<file path="src/rtl/pipeline_seq_ctrl.sv">
// Pipeline sequencer for the arithmetic-encoder datapath: per-stage occupancy,
// load enables, issue-gap hazard spacing, whole-pipe backpressure, flush and drain.
module pipeline_seq_ctrl #(
   parameter int NUM_STAGES = 3,
   parameter int ISSUE_GAP  = 1,
   parameter int CNT_W      = $clog2(NUM_STAGES + 1)
) (
   input  logic                  clk,
   input  logic                  reset_ctrl,
   input  logic                  in_valid,
   output logic                  in_ready,
   input  logic                  out_ready,
   input  logic                  flush,
   input  logic                  drain_req,
   output logic [NUM_STAGES-1:0] stage_en,
   output logic                  out_valid,
   output logic [CNT_W-1:0]      occupancy,
   output logic                  busy,
   output logic                  drain_done
);

   typedef enum logic [1:0] {S_IDLE, S_RUN, S_DRAIN} state_t;

   localparam logic [3:0] GAP_INIT = 4'(ISSUE_GAP);

   state_t                state, state_next;
   logic [NUM_STAGES-1:0] stage_valid, stage_valid_next;
   logic [3:0]            gap_cnt, gap_cnt_next;
   logic                  drain_prev;
   logic                  advance;
   logic                  accept;

   // The whole pipe stalls only when the final stage is held by downstream.
   assign advance  = !(stage_valid[NUM_STAGES-1] && !out_ready);
   assign in_ready = reset_ctrl && advance && (gap_cnt == 4'd0) && !drain_req
                     && !flush && (state != S_DRAIN);
   assign accept   = in_valid && in_ready;

   assign stage_en[0] = accept;
   generate
      for (genvar gi = 1; gi < NUM_STAGES; gi++) begin : g_stage_en
         assign stage_en[gi] = advance && stage_valid[gi-1] && !flush;
      end
   endgenerate

   assign out_valid = stage_valid[NUM_STAGES-1];
   assign busy      = |stage_valid;

   always_comb begin
      occupancy = '0;
      for (int i = 0; i < NUM_STAGES; i++) begin
         occupancy = occupancy + CNT_W'(stage_valid[i]);
      end
   end

   always_comb begin
      stage_valid_next = stage_valid;
      gap_cnt_next     = gap_cnt;
      if (flush) begin
         stage_valid_next = '0;
         gap_cnt_next     = 4'd0;
      end else begin
         if (advance) begin
            stage_valid_next = {stage_valid[NUM_STAGES-2:0], accept};
         end
         // Gap cycles are only consumed while the pipe is moving.
         if (accept) begin
            gap_cnt_next = GAP_INIT;
         end else if (advance && (gap_cnt != 4'd0)) begin
            gap_cnt_next = gap_cnt - 4'd1;
         end
      end
   end

   always_comb begin
      state_next = state;
      drain_done = 1'b0;
      case (state)
         S_IDLE: begin
            // An empty pipe completes a drain at once, once per request edge.
            drain_done = reset_ctrl && drain_req && !drain_prev;
            if (accept) begin
               state_next = S_RUN;
            end
         end
         S_RUN: begin
            if (drain_req) begin
               state_next = S_DRAIN;
            end else if (stage_valid_next == '0) begin
               state_next = S_IDLE;
            end
         end
         S_DRAIN: begin
            if (stage_valid == '0) begin
               drain_done = 1'b1;
               state_next = S_IDLE;
            end
         end
         default: state_next = S_IDLE;
      endcase
   end

   always_ff @(posedge clk or negedge reset_ctrl) begin
      if (!reset_ctrl) begin
         stage_valid <= '0;
         gap_cnt     <= 4'd0;
         state       <= S_IDLE;
         drain_prev  <= 1'b0;
      end else begin
         stage_valid <= stage_valid_next;
         gap_cnt     <= gap_cnt_next;
         state       <= state_next;
         drain_prev  <= drain_req;
      end
   end

endmodule

</file>
<file path="config.mk">
export PLATFORM = sky130hd
export DESIGN_NAME = pipeline_seq_ctrl
export DESIGN_NICKNAME = d
export VERILOG_FILES = /design/src/rtl/pipeline_seq_ctrl.sv
export SDC_FILE = /design/constraint.sdc
export NUM_CORES = 1
export LEC_CHECK = 0
export CAP_MARGIN = 30
export CELL_PAD_IN_SITES_DETAIL_PLACEMENT = 0
export CELL_PAD_IN_SITES_GLOBAL_PLACEMENT = 1
export CORE_AREA = 2 2 43 45
export CTS_BUF_LIST = sky130_fd_sc_hd__clkbuf_8
export CTS_CLUSTER_SIZE = 30
export DETAILED_ROUTE_END_ITERATION = 8
export DIE_AREA = 0 0 45 47
export PLACE_DENSITY = 0.77
export SLEW_MARGIN = 20
export SYNTH_ARGS = -nofsm -noshare
export SYNTH_HDL_FRONTEND = slang
export SYNTH_SLANG_ARGS = --single-unit
</file>
<file path="constraint.sdc">
create_clock -name clk -period 2.7 [get_ports clk]
set_clock_uncertainty 0.05 [all_clocks]
set_input_delay 0.54 -clock clk [delete_from_list [all_inputs] [get_ports clk]]
set_output_delay 0.54 -clock clk [all_outputs]
set_load 0.01 [all_outputs]
</file>
==> results.sh <==
export IMPL_cts_clk_slew_worst_paths_ns=0.05
export IMPL_grt_first_pass_wirelength_mm=1.98
export IMPL_die_width_um=45
export IMPL_n_fill_cell=156
export IMPL_ys_seq_elements=10
export IMPL_synthArstFlopShare=1.00
export IMPL_synth_top_cell_area_share=0.451
export IMPL_synthAdderAreaFrac=0.0587
export IMPL_synth_edff_count=0
export IMPL_synthXorXnorAreaFrac=0.0158
export IMPL_setup_viol=0
export IMPL_seqPwrFrac=0.340
export IMPL_finalPower_uw=590
export IMPL_port_buffers=14
export IMPL_finalMaxSlewViolations=0
export IMPL_post_dp_cell_area_um2=764
export IMPL_rsz0062_at_grt="no"
export IMPL_synth_mux_area_frac=0.0361
export IMPL_core_area_um2=1650
export IMPL_p_comb_frac=0.340
export IMPL_synth_cells=57
export IMPL_cpMaxStageDelayCell="or4_4"
export IMPL_yosys_area_top_type="dfrtp_1"
export IMPL_max_stage_delay_ns=0.52
export IMPL_worstPathRequired_ns=2.11
export IMPL_status="complete, no violations"
export IMPL_wire_per_inst_um=13.1
export IMPL_cts_htree_levels=1
export IMPL_final_area_um2=836
export IMPL_tritoncts_num_buffers=3
export IMPL_drt_first_iter_violations=10
export IMPL_wl_mm=1.29
export IMPL_synth_commonest_cells="dfrtp_1, inv_1, nor2_1"
export IMPL_dp_cells=94
export IMPL_yosysWarnings=0
export IMPL_min_period_ns=2.60
export IMPL_synth_top_family_by_area="simple AND/OR/NAND/NOR gates"
export IMPL_grt_max_degree=11
export IMPL_yosysUniqueCellTypes=28
export IMPL_power_internal_uw=412
export IMPL_post_dp_hpwl_um=942
export IMPL_grt_pass1_vias=430
export IMPL_crit_path_end_kind="output pin"
export IMPL_worst_path_buf_inv=3
export IMPL_drtPass1Iterations=4
export IMPL_max_cap_violations=0
export IMPL_final_cell_count_no_fill=99
export IMPL_antenna_found_initial=0
export IMPL_fp_row_count=15
export IMPL_diodes=0
export IMPL_synthTopCellsByArea="dfrtp_1, fa_1, mux2i_1"
export IMPL_syn_nets=65
export IMPL_slew_headroom=0.758
export IMPL_die_h_um=47
export IMPL_power_leakage_uw=0.000418
export IMPL_initial_core_util=0.336
export IMPL_min_period_over_period=0.963
export IMPL_crit_arrival_ns=2.01
export IMPL_grt_use_total=0.136
export IMPL_cp_start_kind="input pin"
export IMPL_max_vdd_ir_drop_v=0.000448
export IMPL_hold_viol=0
export IMPL_pre_cts_slack_ns=-0.267
export IMPL_vias=481
export IMPL_drc=0
export IMPL_path_max_fanout=2
export IMPL_die_area_um2=2120
export IMPL_synth_compound_area_share=0.120
export IMPL_final_nets=91
export IMPL_synthSimpleGateAreaFrac=0.264
export IMPL_pwr_density_cell_nw_per_um2=706
export IMPL_swShare=0.302
export IMPL_cts_buffer_depth=2
export IMPL_clock_latency_ns=0.24
export IMPL_fmax_mhz=385
export IMPL_hold_path_class="in -> reg"
export IMPL_power_frac_clock=0.320
export IMPL_synthesis_area_per_instance_um2=9.72
export IMPL_timing_critical_path_max_delay_family="buffers and inverters"
export IMPL_synth_top_flop_cell="dfrtp_1"
export IMPL_syn_area_um2=554
export IMPL_tightest_slew_ns=0.360
export IMPL_grt_overflow_total=0
export IMPL_hold_buffers=0
export IMPL_cts_tree="yes"
export IMPL_yosysMostFrequentCell="dfrtp_1"
export IMPL_drive_gt1_frac=0.232
export IMPL_worstSetupPathType="in -> out"
export IMPL_cp_cell_sequence="clkdlybuf4s50_1 > nand3_2 > or4_4 > inv_1 > dlygate4sd2_1"
export IMPL_ios=15
export IMPL_p_switching_uw=178
export IMPL_vias_per_cell=4.86
export IMPL_fin_ws_ns=0.0995
export IMPL_ys_seq_area_frac=0.451
export IMPL_cts_sinks=10
export IMPL_ant_nets=0
export IMPL_root_buffer="clkbuf_8"
export IMPL_place_congestion=0.780
export IMPL_syn2layout_area_growth_pct=50.8
-- cells in the final DEF (no fill, tap or decap) --
cell type / count
inv_1: 5
a21oi_1: 3
ha_1: 1
nor2b_1: 2
nor4_1: 2
a31oi_1: 1
nand2_1: 4
dlymetal6s2s_1: 1
nand2b_1: 2
nor2_1: 5
and3_2: 1
and3_1: 2
nor3_1: 3
a21boi_0: 1
clkdlybuf4s50_1: 10
fa_1: 1
a221oi_1: 1
buf_6: 1
xnor2_1: 1
o21ai_0: 1
dfrtp_1: 10
a31o_2: 1
o22ai_1: 1
o311ai_0: 1
or2b_2: 1
nor4bb_2: 1
mux2i_1: 2
nand3_2: 1
buf_4: 8
or4_4: 1
clkbuf_8: 4
dlygate4sd2_1: 3
-- final cells by class --
| cell class | instances | area, um2 | area share |
|---|---|---|---|
| Tap cell | 17 | 21.3 | 0.0254 |
| Sequential cell | 10 | 250 | 0.299 |
| Timing Repair Buffer | 23 | 210 | 0.251 |
| Clock buffer | 4 | 55.1 | 0.0659 |
| Inverter | 5 | 18.8 | 0.0225 |
| Multi-Input combinational cell | 40 | 280 | 0.335 |
-- worst paths after layout --
path,start,end,slack (ns),cells after the start
worst max-delay path,reset_ctrl,stage_en[0],0.1,5
worst min-delay path,drain_req,drain_prev,0.47,1
worst max register to register,gap_cnt[0],state[0],0.81,7
worst min register to register,state[1],state[0],0.49,1
max in group asynchronous,reset_ctrl,gap_cnt[0],1.74,3
min in group asynchronous,reset_ctrl,drain_prev,0.71,3
-- logic make-up after synthesis --
kind of cell / count (synthesis)
AOI/OAI and AO/OA: 10
xor gates and xnor gates: 1
adders and majority gates: 2
buffers and inverters: 7
DFF: 10
muxes: 2
and+or+nand+nor: 25
-- registers in the layout, summed over array words and instances, names as in the netlist --
name and cells:
gap_cnt 4, stage_valid 3, state 2, drain_prev 1
-- metal layers --
layer,GRT usage,up-vias,wire length (um),part of all wire
met5,0,-,0,0
met4,0.0529,0,10,0.0077
met3,0.0577,2,61,0.047
met2,0.171,9,541,0.42
met1,0.202,220,680,0.53
li1,-,250,-,-
-- stage by stage --
step                utilization  setup TNS [ns]  hold WS [ns]
global route              0.506               0         0.475
detailed placement        0.463          -0.560         0.462
global placement          0.463          -0.562         0.454
CTS                       0.505        -0.00572         0.491
finish                    0.506               0         0.465
floorplan                     -               0         0.194
-- power groups by stage --
stage | clock (uW) | combinational (uW) | sequential [uW]
2_1_floorplan | 0 | 146 | 194
4_1_cts | 194 | 202 | 200
5_1_grt | 203 | 222 | 202
3_5_place_dp | 0 | 200 | 202
3_3_place_gp | 0 | 200 | 202
6_report | 189 | 200 | 201
-- repair_timing --
| item | 4_1_cts | 5_1_grt |
|---|---|---|
| setup endpoints to repair | 3 | 1 |
| gates resized for setup | 5 | 1 |
| pin swaps | 0 | 1 |
| hold endpoints to repair | 0 | 0 |
| setup buffers | 1 | 0 |
Power figures use the tool's default switching activity.
==> RTL edit, RTL diff (config.mk and constraints unchanged) <==
Reset style: synchronous (`reset_ctrl`), changed in one clocked block.
--- a/src/rtl/pipeline_seq_ctrl.sv
+++ b/src/rtl/pipeline_seq_ctrl.sv
@@ -102,3 +102,3 @@
 
-   always_ff @(posedge clk or negedge reset_ctrl) begin
+   always_ff @(posedge clk) begin
       if (!reset_ctrl) begin
Behaviour: differs if reset_ctrl is asserted again (counterexample within 4 cycles, from zero or initial values and one cycle with reset_ctrl low); with reset_ctrl held inactive, the same outputs for 10 cycles.
==> RTL edit against the original RTL <==
Die area stayed put. Critical path type unchanged. Non-clock buffer count down 4. Via count is 14% higher. Wire length is 6.0% lower. Synthesized area rose by 2.3%. Setup slack better by 48 ps. Final area down 2.8%. Sequential cell count did not move.
Power is not compared: it rests on default switching activity, and its combinational part moved more than twofold at a synthesized area within 25%.
==> RTL edit: results (changes against the original RTL) <==
Metal-1 WL 553 µm (-19%); post-DR wirelength/cell 11.5 µm (-12%); uppermost layer routed met4; drt total wl 1220 µm (-6.0%); Placed Cells 101 (+7.4%); CP Capture Point stage_en[1]; first-pass GRT wire length 1860 µm (-5.9%); Non-Clock Buffer Area Fraction 22.0% (-3.1 points); synth unique cells 27 (-3.6%); Seq Cell Count 10 (unchanged); largest net degree at the start of global routing 12 (+1); Register-to-Register Path Depth 6 (-1); clock network power share around 45%; largest area contributor in the netlist dfxtp_1; status finished clean; worst hold stages 2 (+1); leading cell types by count after synthesis dfxtp_1 (10), a21oi_1 (6), inv_1 (5), o21ai_0 (5); Clock-cell share 6.78% (+0.19 points); Area Growth Syn to Fin 43.3%; period utilisation layout 94.5% (-1.8 points); GRT Resource Usage Total 13.1% (-0.52 points); Detailed Route Iter0 Violations 7 (-3); Final #Nets 99 (+8.8%); CP Max Fanout 4 (+2); r2r endpoint gap_cnt[1]; met3 Use GR 3.08% (-2.7 points); r2r setup slk 1240 ps (+430 ps); layout cells sized above 1 13.5% (-9.7 points); Layout fillers 181 (+16%); Arr. time, crit path 1960 ps (-50 ps); Worst setup startpoint out_ready; Syn Nets 77 (+18%); worst flop-to-flop path startpoint gap_cnt[0]; Leak 0.352 nW; worst hold-check path type reg2reg; Area contributors post-synth dfxtp_1 (35%), a21oi_1 (5.3%), nor3b_1 (5.3%), ha_1 (4.4%), o21ai_0 (4.4%); CTS clock-pin slew for the worst setup and hold paths 50 ps (about the same); Placer Congestion 0.741 (-4.9%); vias in the first global route 433 (+0.70%); sequential share of the synthesized area 35.3% (-9.8 points); buffers outside the clock class 19 (-17%); multi-input combinational area share 41.6% (+8.1 points); DP Area 743 µm² (-2.8%); Mapped Avg Cell Area 8.34 µm² (-14%); hold worst-path end gap_cnt[1]; Post-synth ARST share 0% (-100 points); vias 550 (+14%); Placement Setup Slack -53.9 ps (+213 ps); Multi-In Gates 51 (+28%); met1 usage in global routing 15.8% (-4.4 points); WL met3 90 µm (+48%); Synth top area share 35.3% (-9.8 points); DP HPWL 934 µm (-0.93%); grt met2 use 18.3% (+1.1 points); routed wl met2 520 µm (-3.9%); worst-margin pin slew 380 ps (+20.3 ps); WHS 439 ps (-26.6 ps); Hold Startpoint gap_cnt[1]; Sequential cell area 200 µm² (-20%)
-- RTL edit: changes by cell type in the layout (fill, tap and decap cells not counted), moves of 3 or more --
cell / before / now
o21ai_0: 1 / 5
dfrtp_1: 10 / 0
nor3b_1: 0 / 3
a21oi_1: 3 / 6
dfxtp_1: 0 / 10
buf_4: 8 / 5
or3_1: 0 / 3
-- RTL edit: cells by family (layout without fill, tap and decap cells) --
kind of cell / Yosys count / after routing / synth area share (%)
fa+ha+maj: 3 / 3 / 7.95
compound gates: 16 / 16 / 16.3
flops: 10 / 10 / 35.3
buf+inv: 7 / 28 / 5.96
simple gates: 32 / 32 / 34.4
-- RTL edit: timing repair --
action,in CTS,in global routing
pin swaps,0,1
buffers inserted,0,1
endpoints found under the setup margin,2,1
resized for setup,2,1
-- RTL edit: critical path: stages --
cell	delay [ps]
clkdlybuf4s50_1	460
and2b_1	210
nor3b_1	190
clkdlybuf4s50_1	560
